## src/rtl/rf_cmd_writer_if.sv

```systemverilog
// Host-byte-stream and register-file write bus seen by the command writer.
// Latency: none, this is wiring only.
// Backpressure: rx_ready throttles the byte stream, ready_rf throttles register writes.
interface rf_cmd_writer_if;
    logic [7:0] rx_data;
    logic       rx_valid;
    logic       rx_ready;
    logic       we_rf;
    logic [7:0] addr_rf;
    logic [7:0] data_rf;
    logic       ready_rf;
    logic       cmd_done;
    logic       cmd_err;
    logic [1:0] err_code;
    logic [7:0] cmd_count;

    // Writer side: consumes bytes, initiates register writes.
    modport master (
        input  rx_data, rx_valid, ready_rf,
        output rx_ready, we_rf, addr_rf, data_rf, cmd_done, cmd_err, err_code, cmd_count
    );

    // Peer side: host receiver plus register file.
    modport slave (
        output rx_data, rx_valid, ready_rf,
        input  rx_ready, we_rf, addr_rf, data_rf, cmd_done, cmd_err, err_code, cmd_count
    );
endinterface

```

## src/rtl/rf_cmd_writer.sv

```systemverilog
// Parses SYNC/ADDR/DATA/CHK frames and issues one checked register-file write per frame.
// Latency: we_rf rises on the edge that accepts CHK; cmd_done/cmd_err pulse one cycle after the deciding edge.
// Backpressure: rx_ready drops while a write waits for ready_rf; we_rf/addr_rf/data_rf are held until accepted.
module rf_cmd_writer #(
    parameter logic [7:0]  SYNC_BYTE    = 8'hA5,
    parameter logic [7:0]  ADDR_MIN     = 8'h20,
    parameter logic [7:0]  ADDR_MAX     = 8'h24,
    parameter logic [15:0] BYTE_TIMEOUT = 16'd1000
) (
    input  logic          SYS_CLK,
    input  logic          SYS_RST,
    rf_cmd_writer_if.master bus
);

    typedef enum logic [2:0] {
        IDLE     = 3'd0,
        GET_ADDR = 3'd1,
        GET_DATA = 3'd2,
        GET_CHK  = 3'd3,
        WRITE    = 3'd4
    } state_t;

    state_t      state_q, state_d;
    logic [7:0]  addr_lat_q, addr_lat_d;
    logic [7:0]  data_lat_q, data_lat_d;
    logic        we_q, we_d;
    logic [7:0]  addr_rf_q, addr_rf_d;
    logic [7:0]  data_rf_q, data_rf_d;
    logic        done_q, done_d;
    logic        err_q, err_d;
    logic [1:0]  err_code_q, err_code_d;
    logic [7:0]  cnt_q, cnt_d;
    logic [15:0] tmo_q, tmo_d;

    logic        accept;
    logic        tmo_hit;

    // Only the write-wait state refuses bytes.
    assign bus.rx_ready = (state_q != WRITE);
    assign accept       = bus.rx_valid && bus.rx_ready;
    // Counter reaches the limit on this edge unless a byte arrives.
    assign tmo_hit      = (tmo_q == BYTE_TIMEOUT - 16'd1);

    assign bus.we_rf     = we_q;
    assign bus.addr_rf   = addr_rf_q;
    assign bus.data_rf   = data_rf_q;
    assign bus.cmd_done  = done_q;
    assign bus.cmd_err   = err_q;
    assign bus.err_code  = err_code_q;
    assign bus.cmd_count = cnt_q;

    // Frame parser: next state, latches, pulses and idle-byte timeout.
    always_comb begin
        state_d    = state_q;
        addr_lat_d = addr_lat_q;
        data_lat_d = data_lat_q;
        we_d       = we_q;
        addr_rf_d  = addr_rf_q;
        data_rf_d  = data_rf_q;
        done_d     = 1'b0;
        err_d      = 1'b0;
        err_code_d = err_code_q;
        cnt_d      = cnt_q;
        tmo_d      = 16'd0;

        case (state_q)
            IDLE: begin
                if (accept && (bus.rx_data == SYNC_BYTE)) begin
                    state_d = GET_ADDR;
                end
            end
            GET_ADDR, GET_DATA, GET_CHK: begin
                if (accept) begin
                    if (state_q == GET_ADDR) begin
                        addr_lat_d = bus.rx_data;
                        state_d    = GET_DATA;
                    end else if (state_q == GET_DATA) begin
                        data_lat_d = bus.rx_data;
                        state_d    = GET_CHK;
                    end else if (bus.rx_data != (addr_lat_q ^ data_lat_q)) begin
                        // Checksum is judged first so it wins over a bad address.
                        err_d      = 1'b1;
                        err_code_d = 2'b01;
                        state_d    = IDLE;
                    end else if ((addr_lat_q < ADDR_MIN) || (addr_lat_q > ADDR_MAX)) begin
                        err_d      = 1'b1;
                        err_code_d = 2'b10;
                        state_d    = IDLE;
                    end else begin
                        we_d      = 1'b1;
                        addr_rf_d = addr_lat_q;
                        data_rf_d = data_lat_q;
                        state_d   = WRITE;
                    end
                end else if (tmo_hit) begin
                    err_d      = 1'b1;
                    err_code_d = 2'b11;
                    state_d    = IDLE;
                end else begin
                    tmo_d = tmo_q + 16'd1;
                end
            end
            WRITE: begin
                if (bus.ready_rf) begin
                    we_d    = 1'b0;
                    done_d  = 1'b1;
                    cnt_d   = cnt_q + 8'd1;
                    state_d = IDLE;
                end
            end
            default: begin
                we_d    = 1'b0;
                state_d = IDLE;
            end
        endcase
    end

    // State and output registers; reset drops we_rf without waiting for a clock.
    always_ff @(posedge SYS_CLK or posedge SYS_RST) begin
        if (SYS_RST) begin
            state_q    <= IDLE;
            addr_lat_q <= 8'h00;
            data_lat_q <= 8'h00;
            we_q       <= 1'b0;
            addr_rf_q  <= 8'h00;
            data_rf_q  <= 8'h00;
            done_q     <= 1'b0;
            err_q      <= 1'b0;
            err_code_q <= 2'b00;
            cnt_q      <= 8'h00;
            tmo_q      <= 16'd0;
        end else begin
            state_q    <= state_d;
            addr_lat_q <= addr_lat_d;
            data_lat_q <= data_lat_d;
            we_q       <= we_d;
            addr_rf_q  <= addr_rf_d;
            data_rf_q  <= data_rf_d;
            done_q     <= done_d;
            err_q      <= err_d;
            err_code_q <= err_code_d;
            cnt_q      <= cnt_d;
            tmo_q      <= tmo_d;
        end
    end

endmodule

```

## src/flat_wrapper.sv

```systemverilog
// flat-port wrapper written by rule: the top's interface ports become plain ports
module rf_cmd_writer_flat 
#(
    parameter logic [7:0]  SYNC_BYTE    = 8'hA5,
    parameter logic [7:0]  ADDR_MIN     = 8'h20,
    parameter logic [7:0]  ADDR_MAX     = 8'h24,
    parameter logic [15:0] BYTE_TIMEOUT = 16'd1000
)
  (SYS_CLK, SYS_RST, bus_rx_data, bus_rx_valid, bus_ready_rf, bus_rx_ready, bus_we_rf, bus_addr_rf, bus_data_rf, bus_cmd_done, bus_cmd_err, bus_err_code, bus_cmd_count);
  rf_cmd_writer_if bus_i ();
  input  logic SYS_CLK;
  input  logic SYS_RST;
  input wire logic [$bits(bus_i.rx_data)-1:0] bus_rx_data;
  input wire logic [$bits(bus_i.rx_valid)-1:0] bus_rx_valid;
  input wire logic [$bits(bus_i.ready_rf)-1:0] bus_ready_rf;
  output wire logic [$bits(bus_i.rx_ready)-1:0] bus_rx_ready;
  output wire logic [$bits(bus_i.we_rf)-1:0] bus_we_rf;
  output wire logic [$bits(bus_i.addr_rf)-1:0] bus_addr_rf;
  output wire logic [$bits(bus_i.data_rf)-1:0] bus_data_rf;
  output wire logic [$bits(bus_i.cmd_done)-1:0] bus_cmd_done;
  output wire logic [$bits(bus_i.cmd_err)-1:0] bus_cmd_err;
  output wire logic [$bits(bus_i.err_code)-1:0] bus_err_code;
  output wire logic [$bits(bus_i.cmd_count)-1:0] bus_cmd_count;
  assign bus_i.rx_data = bus_rx_data;
  assign bus_i.rx_valid = bus_rx_valid;
  assign bus_i.ready_rf = bus_ready_rf;
  assign bus_rx_ready = bus_i.rx_ready;
  assign bus_we_rf = bus_i.we_rf;
  assign bus_addr_rf = bus_i.addr_rf;
  assign bus_data_rf = bus_i.data_rf;
  assign bus_cmd_done = bus_i.cmd_done;
  assign bus_cmd_err = bus_i.cmd_err;
  assign bus_err_code = bus_i.err_code;
  assign bus_cmd_count = bus_i.cmd_count;
  rf_cmd_writer #(.SYNC_BYTE(SYNC_BYTE), .ADDR_MIN(ADDR_MIN), .ADDR_MAX(ADDR_MAX), .BYTE_TIMEOUT(BYTE_TIMEOUT)) u_core (.SYS_CLK(SYS_CLK), .SYS_RST(SYS_RST), .bus(bus_i));
endmodule
```

## config.mk

```make
export PLATFORM = sky130hd
export DESIGN_NAME = rf_cmd_writer_flat
export DESIGN_NICKNAME = d
export VERILOG_FILES = /design/src/rtl/rf_cmd_writer_if.sv /design/src/rtl/rf_cmd_writer.sv /design/src/flat_wrapper.sv
export SDC_FILE = /design/constraint.sdc
export NUM_CORES = 1
export LEC_CHECK = 0
export BUFFER_PORTS_ARGS = -buffer_cell sky130_fd_sc_hd__buf_4
export CAP_MARGIN = 30
export CORE_AREA = 2 2 80 82
export CTS_BUF_LIST = sky130_fd_sc_hd__clkbuf_16
export DETAILED_ROUTE_END_ITERATION = 7
export DIE_AREA = 0 0 82 84
export PLACE_DENSITY = 0.69
export SLEW_MARGIN = 10
export SYNTH_ARGS = -nofsm -noshare
export SYNTH_HDL_FRONTEND = slang
export SYNTH_SLANG_ARGS = --single-unit
```

## constraint.sdc

```tcl
create_clock -name SYS_CLK -period 2.4 [get_ports SYS_CLK]
set_input_delay 0.12 -clock SYS_CLK [delete_from_list [all_inputs] [get_ports SYS_CLK]]
set_output_delay 0.12 -clock SYS_CLK [all_outputs]
set_load 0.1 [all_outputs]
```

Word level (Yosys, flattened, before mapping). Cells that the tools add are included.

Bits in registers: 64. Input port bits: 12. Output and inout port bits: 30.

Reductions and logical operators: 13. Bitwise operators: 6. Muxes and demuxes: 34. Equality and inequality tests: 19. Add/sub/neg operators: 2. $lt $le $gt $ge: 2.

Operators with widths (count): two-way mux 16 bit (3); two-way mux 3 bit (8); adder 16 x 1 -> 16 bit, second input constant (1); == test 16 x 10 -> 1 bit, second input constant (1); two-way mux 1 bit (15); inequality test 2 bit, second input constant (7); two-way mux 2 bit (6); one-hot mux 3 bit (3 select lines) (1); adder 8 x 1 -> 8 bit, second input constant (1); == test 8 bit, second input constant (1); greater-than comparator 8 x 6 -> 1 bit, second input constant (1); less-than comparator 8 x 6 -> 1 bit, second input constant (1); inequality test 8 bit (1); bitwise XOR 8 bit (1); AND reduction 7 bit (1); == test 3 x 2 -> 1 bit, second input constant (2); inequality test 3 bit, second input constant (2); AND reduction 3 bit (2); AND reduction 6 bit (1); NOT 1 bit (5); AND reduction 5 bit (1); inequality test 2 x 1 -> 1 bit, second input constant (2); AND reduction 4 bit (1); == test 3 x 1 -> 1 bit, second input constant (1); other kinds (9) (10).

Depth between registers and ports, before layout. Gate-level depths: netlist (run 1).

Depth after elaboration: 8. Mapped depth: 6. Depth with buffers taken out: 5.

Worst setup path before layout (run 1). No wires, ideal clock.

Path kind: flip-flop to flip-flop. Start point: register u_core.addr_lat_q[0]. End point: register u_core.data_rf_q[0], in the netlist u_core.bus.data_rf[0]. Path slack: 378 ps. Path buffers: 1. Arrival time: 1895 ps. Stages on the path, launching flop included: 6. Data required time: 2274 ps. Path through: dfrtp_1 > xnor3_1 > nand4_2 > nor4_4 > buf_6 > mux2_4.

Cells in the longest elaborated chain, start to end: 4. Elaborated cells between the ends (all ways): 8. Those cells by class: order compare (2); eq/ne (1); bitwise (3); reduce/logical (2).

RTL lines: start, declared (RTL line rf_cmd_writer.sv:24) `logic [7:0] addr_lat_q, addr_lat_d;`; start signal, assigned (RTL line rf_cmd_writer.sv:134) `addr_lat_q <= addr_lat_d;`; less-than comparator 8 x 6 -> 1 bit, or another cell as far along (RTL line rf_cmd_writer.sv:85) `end else if ((addr_lat_q < ADDR_MIN) || (addr_lat_q > ADDR_MAX)) begin`; logical OR 1 bit / inequality test 8 bit (equally long branches) (RTL line rf_cmd_writer.sv:85, rf_cmd_writer.sv:80); NOT 1 bit (no line); AND reduction 6 bit (no line) *; end signal, assigned (RTL line rf_cmd_writer.sv:138) `data_rf_q <= data_rf_d;`; end, declared (RTL line rf_cmd_writer.sv:28) `logic [7:0] data_rf_q, data_rf_d;`.

Every way passes the cells marked *; elsewhere a longest branch is shown, timed or not. A chain may end at the register's enable or synchronous reset.

Final worst setup path (run 1).
Start point: register u_core.addr_lat_q[2]. End point: register u_core.data_rf_q[6], in the netlist u_core.bus.data_rf[6].

The elaborated chain is that of the path after synthesis.

==> results of run 1 <==
## cells by family after synthesis
family	Yosys count	share of synthesized area (%)
flip-flops	64	55.01
AO/OA/AOI/OAI	22	4.727
buffers and inverters	10	1.547
AND/OR/NAND/NOR	76	15.64
XOR/XNOR	24	11.00
multiplexers	28	11.22
adder cells (fa/ha/maj)	2	0.8593
## placed cells by master (no fill, tap or decap), types with 3 or more instances in the layout
cell type / count
sky130_fd_sc_hd__nand3_1: 10
sky130_fd_sc_hd__mux2_2: 25
sky130_fd_sc_hd__and3_1: 5
sky130_fd_sc_hd__xnor2_1: 8
sky130_fd_sc_hd__nor2b_1: 6
sky130_fd_sc_hd__buf_4: 47
sky130_fd_sc_hd__a21oi_1: 8
sky130_fd_sc_hd__and4_1: 3
sky130_fd_sc_hd__xor2_1: 8
sky130_fd_sc_hd__dfrtp_1: 64
sky130_fd_sc_hd__nor3_1: 3
sky130_fd_sc_hd__nand4_1: 8
sky130_fd_sc_hd__clkinv_2: 3
sky130_fd_sc_hd__nor2_1: 14
sky130_fd_sc_hd__or4_1: 4
sky130_fd_sc_hd__nor4bb_1: 4
sky130_fd_sc_hd__o31ai_1: 5
sky130_fd_sc_hd__o21ai_0: 3
sky130_fd_sc_hd__clkbuf_16: 9
sky130_fd_sc_hd__mux2_4: 3
sky130_fd_sc_hd__xnor3_1: 8
sky130_fd_sc_hd__nand2_1: 9
## final timing paths
path,startpoint,cells past startpoint,end,slack [ns]
max in group asynchronous,SYS_RST,4,u_core.data_lat_q[5]$_DFFE_PP0P_,1.69
min,bus_rx_data[5],2,u_core.data_lat_q[5]$_DFFE_PP0P_,0.07
min reg2reg,u_core.tmo_q[0]$_DFF_PP0_,1,u_core.tmo_q[0]$_DFF_PP0_,0.45
min in group asynchronous,SYS_RST,4,u_core.tmo_q[6]$_DFF_PP0_,0.43
max,u_core.addr_lat_q[2]$_DFFE_PP0P_,5,u_core.bus.data_rf[6]$_DFFE_PP0P_,0.30
max reg2reg,u_core.addr_lat_q[2]$_DFFE_PP0P_,5,u_core.bus.data_rf[6]$_DFFE_PP0P_,0.30
## sequential cells by signal, indices dropped and copies added, names as in the netlist, 2 cells and up
signal	cells
u_core.addr_lat_q	8
u_core.tmo_q	16
u_core.bus.err_code	2
u_core.bus.cmd_count	8
u_core.state_q	3
u_core.data_lat_q	8
u_core.bus.addr_rf	8
u_core.bus.data_rf	8
## metrics by stage
step	cells	hold WS [ns]	worst slack, ns
5_1_grt	362	0.07367	0.1349
6_report	362	0.07007	0.2985
2_1_floorplan	226	0.2198	0.3785
3_5_place_dp	344	0.2198	0.3217
3_3_place_gp	344	0.2206	0.3693
4_1_cts	362	0.06478	0.2877
## cells in the mapped netlist (2+ instances only)
master	count
sky130_fd_sc_hd__a21oi_1	8
sky130_fd_sc_hd__and2_1	2
sky130_fd_sc_hd__and3_1	5
sky130_fd_sc_hd__and4_1	3
sky130_fd_sc_hd__clkbuf_1	6
sky130_fd_sc_hd__dfrtp_1	64
sky130_fd_sc_hd__ha_1	2
sky130_fd_sc_hd__inv_1	3
sky130_fd_sc_hd__mux2_2	25
sky130_fd_sc_hd__mux2_4	3
sky130_fd_sc_hd__nand2_1	9
sky130_fd_sc_hd__nand3_1	10
sky130_fd_sc_hd__nand4_1	8
sky130_fd_sc_hd__nor2_1	14
sky130_fd_sc_hd__nor2b_1	6
sky130_fd_sc_hd__nor3_1	3
sky130_fd_sc_hd__nor3b_1	2
sky130_fd_sc_hd__nor4bb_1	4
sky130_fd_sc_hd__o21ai_0	3
sky130_fd_sc_hd__o21bai_1	2
sky130_fd_sc_hd__o31ai_1	5
sky130_fd_sc_hd__or4_1	4
sky130_fd_sc_hd__xnor2_1	8
sky130_fd_sc_hd__xnor3_1	8
sky130_fd_sc_hd__xor2_1	8
## where the power goes
part	switching (W)	leakage, nW	internal (W)
clock	0.000435	0.153	0.000898
combinational	0.000431	0.763	0.000454
sequential	0.000179	0.856	0.00126
## metal layers
| metal | share of wire (%) | GRT usage [%] | routed length [µm] | vias up |
|---|---|---|---|---|
| li1 | - | - | - | 932 |
| met1 | 50 | 28.85 | 2756 | 954 |
| met2 | 45 | 24.46 | 2464 | 33 |
| met3 | 4.1 | 4.004 | 225 | 8 |
| met4 | 1.5 | 8.182 | 85 | 0 |
| met5 | 0 | 0 | 0 | - |
## area by class of cell
| type | count | area, µm² | share of cell area, % |
|---|---|---|---|
| Inverter | 3 | 11.26 | 0.3061 |
| Clock inverter | 7 | 86.33 | 2.347 |
| Multi-Input combinational cell | 152 | 1265 | 34.39 |
| Sequential cell | 64 | 1602 | 43.54 |
| Clock buffer | 9 | 225.2 | 6.122 |
| Timing Repair Buffer | 50 | 392.9 | 10.68 |
| Tap cell | 77 | 96.34 | 2.619 |
## what timing repair did
| item | CTS | global route |
|---|---|---|
| setup endpoints to repair | 0 | 0 |
| hold buffers | 2 | 0 |
| hold endpoints to repair | 65 | 0 |
## worst reg2reg max path, stage by stage, from the launching register on
cell and delay, ns:
sky130_fd_sc_hd__dfrtp_1 0.40, sky130_fd_sc_hd__xnor3_1 0.40, sky130_fd_sc_hd__nand4_1 0.21, sky130_fd_sc_hd__nor4_4 0.40, sky130_fd_sc_hd__buf_4 0.24, sky130_fd_sc_hd__mux2_2 0.34
==> out/qor.tcl, run 1 <==
set qor(antenna_found_initial) 0
set qor(number_of_resized_instances_in_the_post_cts_repair_step) 0
set qor(start_kind) {register}
set qor(initial_utilization_pct) 47.76
set qor(layout_worst_path_cycle_share_pct) 87.56
set qor(syn-instance-count) 226
set qor(synth_top_cell_area_share_pct) 55.01
set qor(die_y_um) 84
set qor(source_to_sink_clock_delay_at_the_later_pin_of_the_worst_skew_pair_ns) 0.32
set qor(setup.worst_path.class) {reg -> reg}
set qor(grt_pass1_wl_um) 9625
set qor(finalPower_w) 0.003656
set qor(final-max-slew-violation-count) 0
set qor(fin_area_um2) 3679
set qor(yosys_most_used_dff) {sky130_fd_sc_hd__dfrtp_1}
set qor(timing.slew.headroom_pct) 66.57
set qor(avgViaCountPerCell) 5.323
set qor(setup_total_negative_slack_ns) 0
set qor(ys_async_sr_fraction_pct) 100.0
set qor(drt_pre_antenna_iters) 4
set qor(dp_hpwl_um) 3750
set qor(worst_path_max_delay_cell) {sky130_fd_sc_hd__dfrtp_1}
set qor(row_count) 29
set qor(ys.warnings.count) 0
set qor(hold_violations) 0
set qor(clock_tree_from_tritoncts) {done}
set qor(p_per_area_nw_per_um2) 993.9
set qor(cts_num_sinks) 64
set qor(leakage_nw) 1.772
set qor(drt_iter0_markers) 122
set qor(tightest_slew_ns) 0.5014
set qor(grt_start_max_net_pins) 65
set qor(grt_setup_unrepaired) {no}
set qor(synth_seq_cells) 64
set qor(n_antenna_cell) 0
set qor(outcome) {finished, final reports clean}
set qor(fp.dieArea_um2) 6888
set qor(fin_util_pct) 60.34
set qor(end_kind) {register}
set qor(timing.critical_path.arrival_ns) 2.30
set qor(growth_of_design_area_from_synthesis_to_finish_pct) 26.34
set qor(cell_family_contributing_the_most_delay_on_the_critical_path) {simple AND/OR/NAND/NOR gates}
set qor(detailed_place.area_um2) 3347
set qor(synth.largest_area_cell) {sky130_fd_sc_hd__dfrtp_1}
set qor(numCtsBuffers) 9
set qor(grt_overflow_total) 0
set qor(clk_root_buffer_cell) {sky130_fd_sc_hd__clkbuf_16}
set qor(layout-drive-gt1-share_pct) 33.33
set qor(chipWidth_um) 82
set qor(placement.io_buffers) 41
set qor(postRouteAntennaNets) 0
set qor(post_syn_area_per_cell_um2) 12.88
set qor(global_route_usage_sum_pct) 18.48
set qor(sequential_area_share_after_synthesis_pct) 55.01
set qor(gp_congestion) 0.7407
set qor(io_pins) 42
set qor(routed-via-count) 1927
set qor(routed_wire_length_per_instance_um) 15.28
set qor(cts.htree.levels) 3
set qor(timing.final.crit_period_ns) 2.102
set qor(synth-edff-count) 0
set qor(post_synthesis_net_count) 240
set qor(cp_data_required_time_ns) 2.60
set qor(synthesis.area_um2) 2912
set qor(core_area_um2) 6096
set qor(synthTopCellsByArea) {sky130_fd_sc_hd__dfrtp_1 55%, sky130_fd_sc_hd__mux2_2 9.7%, sky130_fd_sc_hd__xnor3_1 6.2%}
set qor(setup_viol_count_final) 0
set qor(fin_skew_ns) 0.004353
set qor(synth.distinct_cells) 36
set qor(clk_transition_reported_paths_ns) 0.05
set qor(routed_wl_um) 5531
set qor(fill_cells) 508
set qor(timing.hold.worst.class) {in -> reg}
set qor(finish.net_count) 294
set qor(first_global_vias) 1912
set qor(drc) 0
set qor(crit_chain) {xnor3_1, nand4_1, nor4_4, buf_4, mux2_2}
set qor(critical_path.max_fanout) 7
set qor(vdd_drop_max_v) 0.0005714
set qor(clock_tree.buffer_depth) 2
set qor(timing.critical_path.buf_inv) 1
set qor(slowest_delay_ns) 0.40
set qor(maxCapViolCount) 0
set qor(postCtsSetupRepairBufs) 0
set qor(max_freq_ghz) 0.4759
(Power assumes the default switching activity.)
==> run 2, diff against run 1 <==
- CTS_CLUSTER_DIAMETER: default -> 150
- SLEW_MARGIN: 10 -> default
- clock period: 2.4 -> 2.1 ns (I/O delays scaled with it)
==> out/qor.tcl, run 2 (synthesized netlist as in run 1, its figures left out) <==
set qor(fin_ws_ns) 0.1236 ;# was 0.2985 ns
set qor(drc) 0 ;# unchanged
set qor(final-seq-area_um2) 1602 ;# unchanged
set qor(hold_violations) 0 ;# unchanged
set qor(hold-worst-slack_ns) 0.04968 ;# was 0.07007 ns
set qor(die_y_um) 84 ;# unchanged
set qor(finalPower_w) 0.004187 ;# was 0.003656 W
set qor(io_pins) 42 ;# unchanged
set qor(fin_skew_ns) 0.006220 ;# was 0.004353 ns
set qor(dp_hpwl_um) 3852 ;# was 3750 µm
set qor(grt_overflow_total) 0 ;# unchanged
set qor(growth_of_design_area_from_synthesis_to_finish_pct) 27.59 ;# was 26.34%
set qor(end_kind) {register} ;# unchanged
set qor(setup_total_negative_slack_ns) 0 ;# unchanged
set qor(clk_root_buffer_cell) {sky130_fd_sc_hd__clkbuf_16} ;# unchanged
set qor(routed-via-count) 1948 ;# was 1927
set qor(fin_area_um2) 3715 ;# was 3679 µm²
set qor(core_area_um2) 6096 ;# unchanged
set qor(vdd_drop_max_v) 0.0005501 ;# was 0.0005714 V
set qor(start_kind) {register} ;# unchanged
set qor(postCtsSetupRepairBufs) 0 ;# unchanged
set qor(regMostFlops) {u_core.tmo_q} ;# unchanged
set qor(routed_wire_length_per_instance_um) 15.04 ;# was 15.28 µm
set qor(antenna_found_initial) 0 ;# unchanged
set qor(max_freq_ghz) 0.5060 ;# was 0.4759 GHz
set qor(detailed_place.area_um2) 3382 ;# was 3347 µm²
set qor(leakage_nw) 1.787 ;# was 1.772 nW
set qor(p_per_area_nw_per_um2) 1127 ;# was 993.9 nW/µm²
set qor(placement.io_buffers) 41 ;# unchanged
set qor(clk_transition_reported_paths_ns) 0.06 ;# was 0.05 ns
set qor(routed_wl_um) 5490 ;# was 5531 µm
set qor(setup.worst_path.class) {reg -> reg} ;# unchanged
set qor(pre_cts_ws_ns) 0.1239 ;# was 0.3217 ns
set qor(fill_cells) 499 ;# was 508
set qor(source_to_sink_clock_delay_at_the_later_pin_of_the_worst_skew_pair_ns) 0.32 ;# about the same
set qor(clock_tree_from_tritoncts) {done} ;# unchanged
set qor(numCtsBuffers) 9 ;# unchanged
set qor(row_count) 29 ;# unchanged
set qor(layout-drive-gt1-share_pct) 33.68 ;# was 33.33%
set qor(setup_viol_count_final) 0 ;# unchanged
set qor(multi_input_comb_area_um2) 1265 ;# unchanged
set qor(outcome) {finished, final reports clean} ;# unchanged
set qor(grt_pass1_wl_um) 9301 ;# was 9625 µm
set qor(critical_path.max_fanout) 10 ;# was 7
set qor(timing.hold.worst.class) {in -> reg} ;# unchanged
set qor(grt_setup_unrepaired) {no} ;# unchanged
set qor(timing.final.crit_period_ns) 1.976 ;# was 2.102 ns
set qor(final_common_cell) {sky130_fd_sc_hd__dfrtp_1} ;# unchanged
set qor(layout_worst_path_cycle_share_pct) 94.12 ;# was 87.56%
set qor(cp_data_required_time_ns) 2.30 ;# was 2.60 ns
set qor(final_cell_mix) {64 x sky130_fd_sc_hd__dfrtp_1, 49 x sky130_fd_sc_hd__buf_4, 25 x sky130_fd_sc_hd__mux2_2} ;# was 64 x sky130_fd_sc_hd__dfrtp_1, 47 x sky130_fd_sc_hd__buf_4, 25 x sky130_fd_sc_hd__mux2_2
set qor(avgViaCountPerCell) 5.337 ;# was 5.323
set qor(drt_iter0_markers) 96 ;# was 122
set qor(fp.dieArea_um2) 6888 ;# unchanged
set qor(grt_start_max_net_pins) 32 ;# was 65
set qor(timing.critical_path.arrival_ns) 2.18 ;# was 2.30 ns
set qor(postRouteAntennaNets) 0 ;# unchanged
set qor(chipWidth_um) 82 ;# unchanged
set qor(clock_tree.buffer_depth) 2 ;# unchanged
set qor(cts.htree.levels) 3 ;# unchanged
set qor(first_global_vias) 1879 ;# was 1912
set qor(drt_pre_antenna_iters) 4 ;# unchanged
set qor(finish.net_count) 297 ;# was 294
set qor(cts_num_sinks) 64 ;# unchanged
set qor(maxCapViolCount) 0 ;# unchanged
set qor(gp_congestion) 0.8023 ;# was 0.7407
set qor(tightest_slew_ns) 0.6767 ;# was 0.5014 ns
set qor(largest_register_ff_count) 16 ;# unchanged
set qor(n_antenna_cell) 0 ;# unchanged
set qor(timing.slew.headroom_pct) 54.82 ;# was 66.57%
set qor(global_route_usage_sum_pct) 17.96 ;# was 18.48%
set qor(initial_utilization_pct) 47.76 ;# unchanged
set qor(final-max-slew-violation-count) 0 ;# unchanged
==> run 2: cell types whose count changed in the layout (fill, tap and decap cells not counted) <==
cell / before / now
sky130_fd_sc_hd__buf_4: 47 / 49
sky130_fd_sc_hd__clkinv_2: 3 / 1
sky130_fd_sc_hd__buf_12: 1 / 2
sky130_fd_sc_hd__clkinvlp_4: 1 / 2
sky130_fd_sc_hd__inv_1: 2 / 3
==> run 2: report_power, final <==
group / total (W) / switching, W / internal, W
clock network: 0.00154 / 0.000518 / 0.00103
registers: 0.00163 / 0.000192 / 0.00144
logic: 0.00101 / 0.000489 / 0.000521
==> run 2: worst paths after layout <==
kind | end | cells after the start | slack [ns] | startpoint
setup / recovery | u_core.bus.addr_rf[1]$_DFFE_PP0P_ | 5 | 0.12 | u_core.addr_lat_q[0]$_DFFE_PP0P_
hold / removal | u_core.data_lat_q[7]$_DFFE_PP0P_ | 2 | 0.05 | bus_rx_data[7]
setup reg to reg | u_core.bus.addr_rf[1]$_DFFE_PP0P_ | 5 | 0.12 | u_core.addr_lat_q[0]$_DFFE_PP0P_
hold reg to reg | u_core.tmo_q[0]$_DFF_PP0_ | 1 | 0.45 | u_core.tmo_q[0]$_DFF_PP0_
max in group asynchronous | u_core.bus.err_code[0]$_DFFE_PP0P_ | 4 | 1.01 | SYS_RST
min in group asynchronous | u_core.tmo_q[6]$_DFF_PP0_ | 3 | 0.46 | SYS_RST
==> run 2: critical path, stage by stage, from the launching register on <==
cell and delay, ns:
sky130_fd_sc_hd__dfrtp_1 0.40, sky130_fd_sc_hd__xnor3_1 0.40, sky130_fd_sc_hd__nand4_2 0.15, sky130_fd_sc_hd__nor4_4 0.38, sky130_fd_sc_hd__buf_12 0.19, sky130_fd_sc_hd__mux2_2 0.34
==> run 2: area by class of cell <==
class                   instances  share of cell area [%]
repair buffers                 53                   11.52
inverters                       3                  0.3031
clock buffers                   9                   6.063
flip-flops and latches         64                   43.11
well taps                      77                   2.593
multi-input cells             152                   34.05
clock inverters                 7                   2.358
==> run 2: through the flow <==
step / util (%) / std cells
floorplan: - / 226
global placement: 55.48 / 347
detailed placement: 55.48 / 347
CTS: 60.94 / 365
global route: 60.94 / 365
finish: 60.94 / 365
==> run 2: what timing repair did <==
action / in CTS / in global routing
hold buffers: 2 / 0
gates resized for setup: 0 / 0
hold endpoints to repair: 30 / 0
==> run 2: per-layer routing <==
layer / share of wire [%] / GRT usage (%) / vias up
li1: - / - / 941
met1: 49 / 27.37 / 951
met2: 45 / 24.32 / 45
met3: 4.5 / 3.680 / 11
met4: 2.0 / 8.636 / 0
met5: 0 / 0 / -
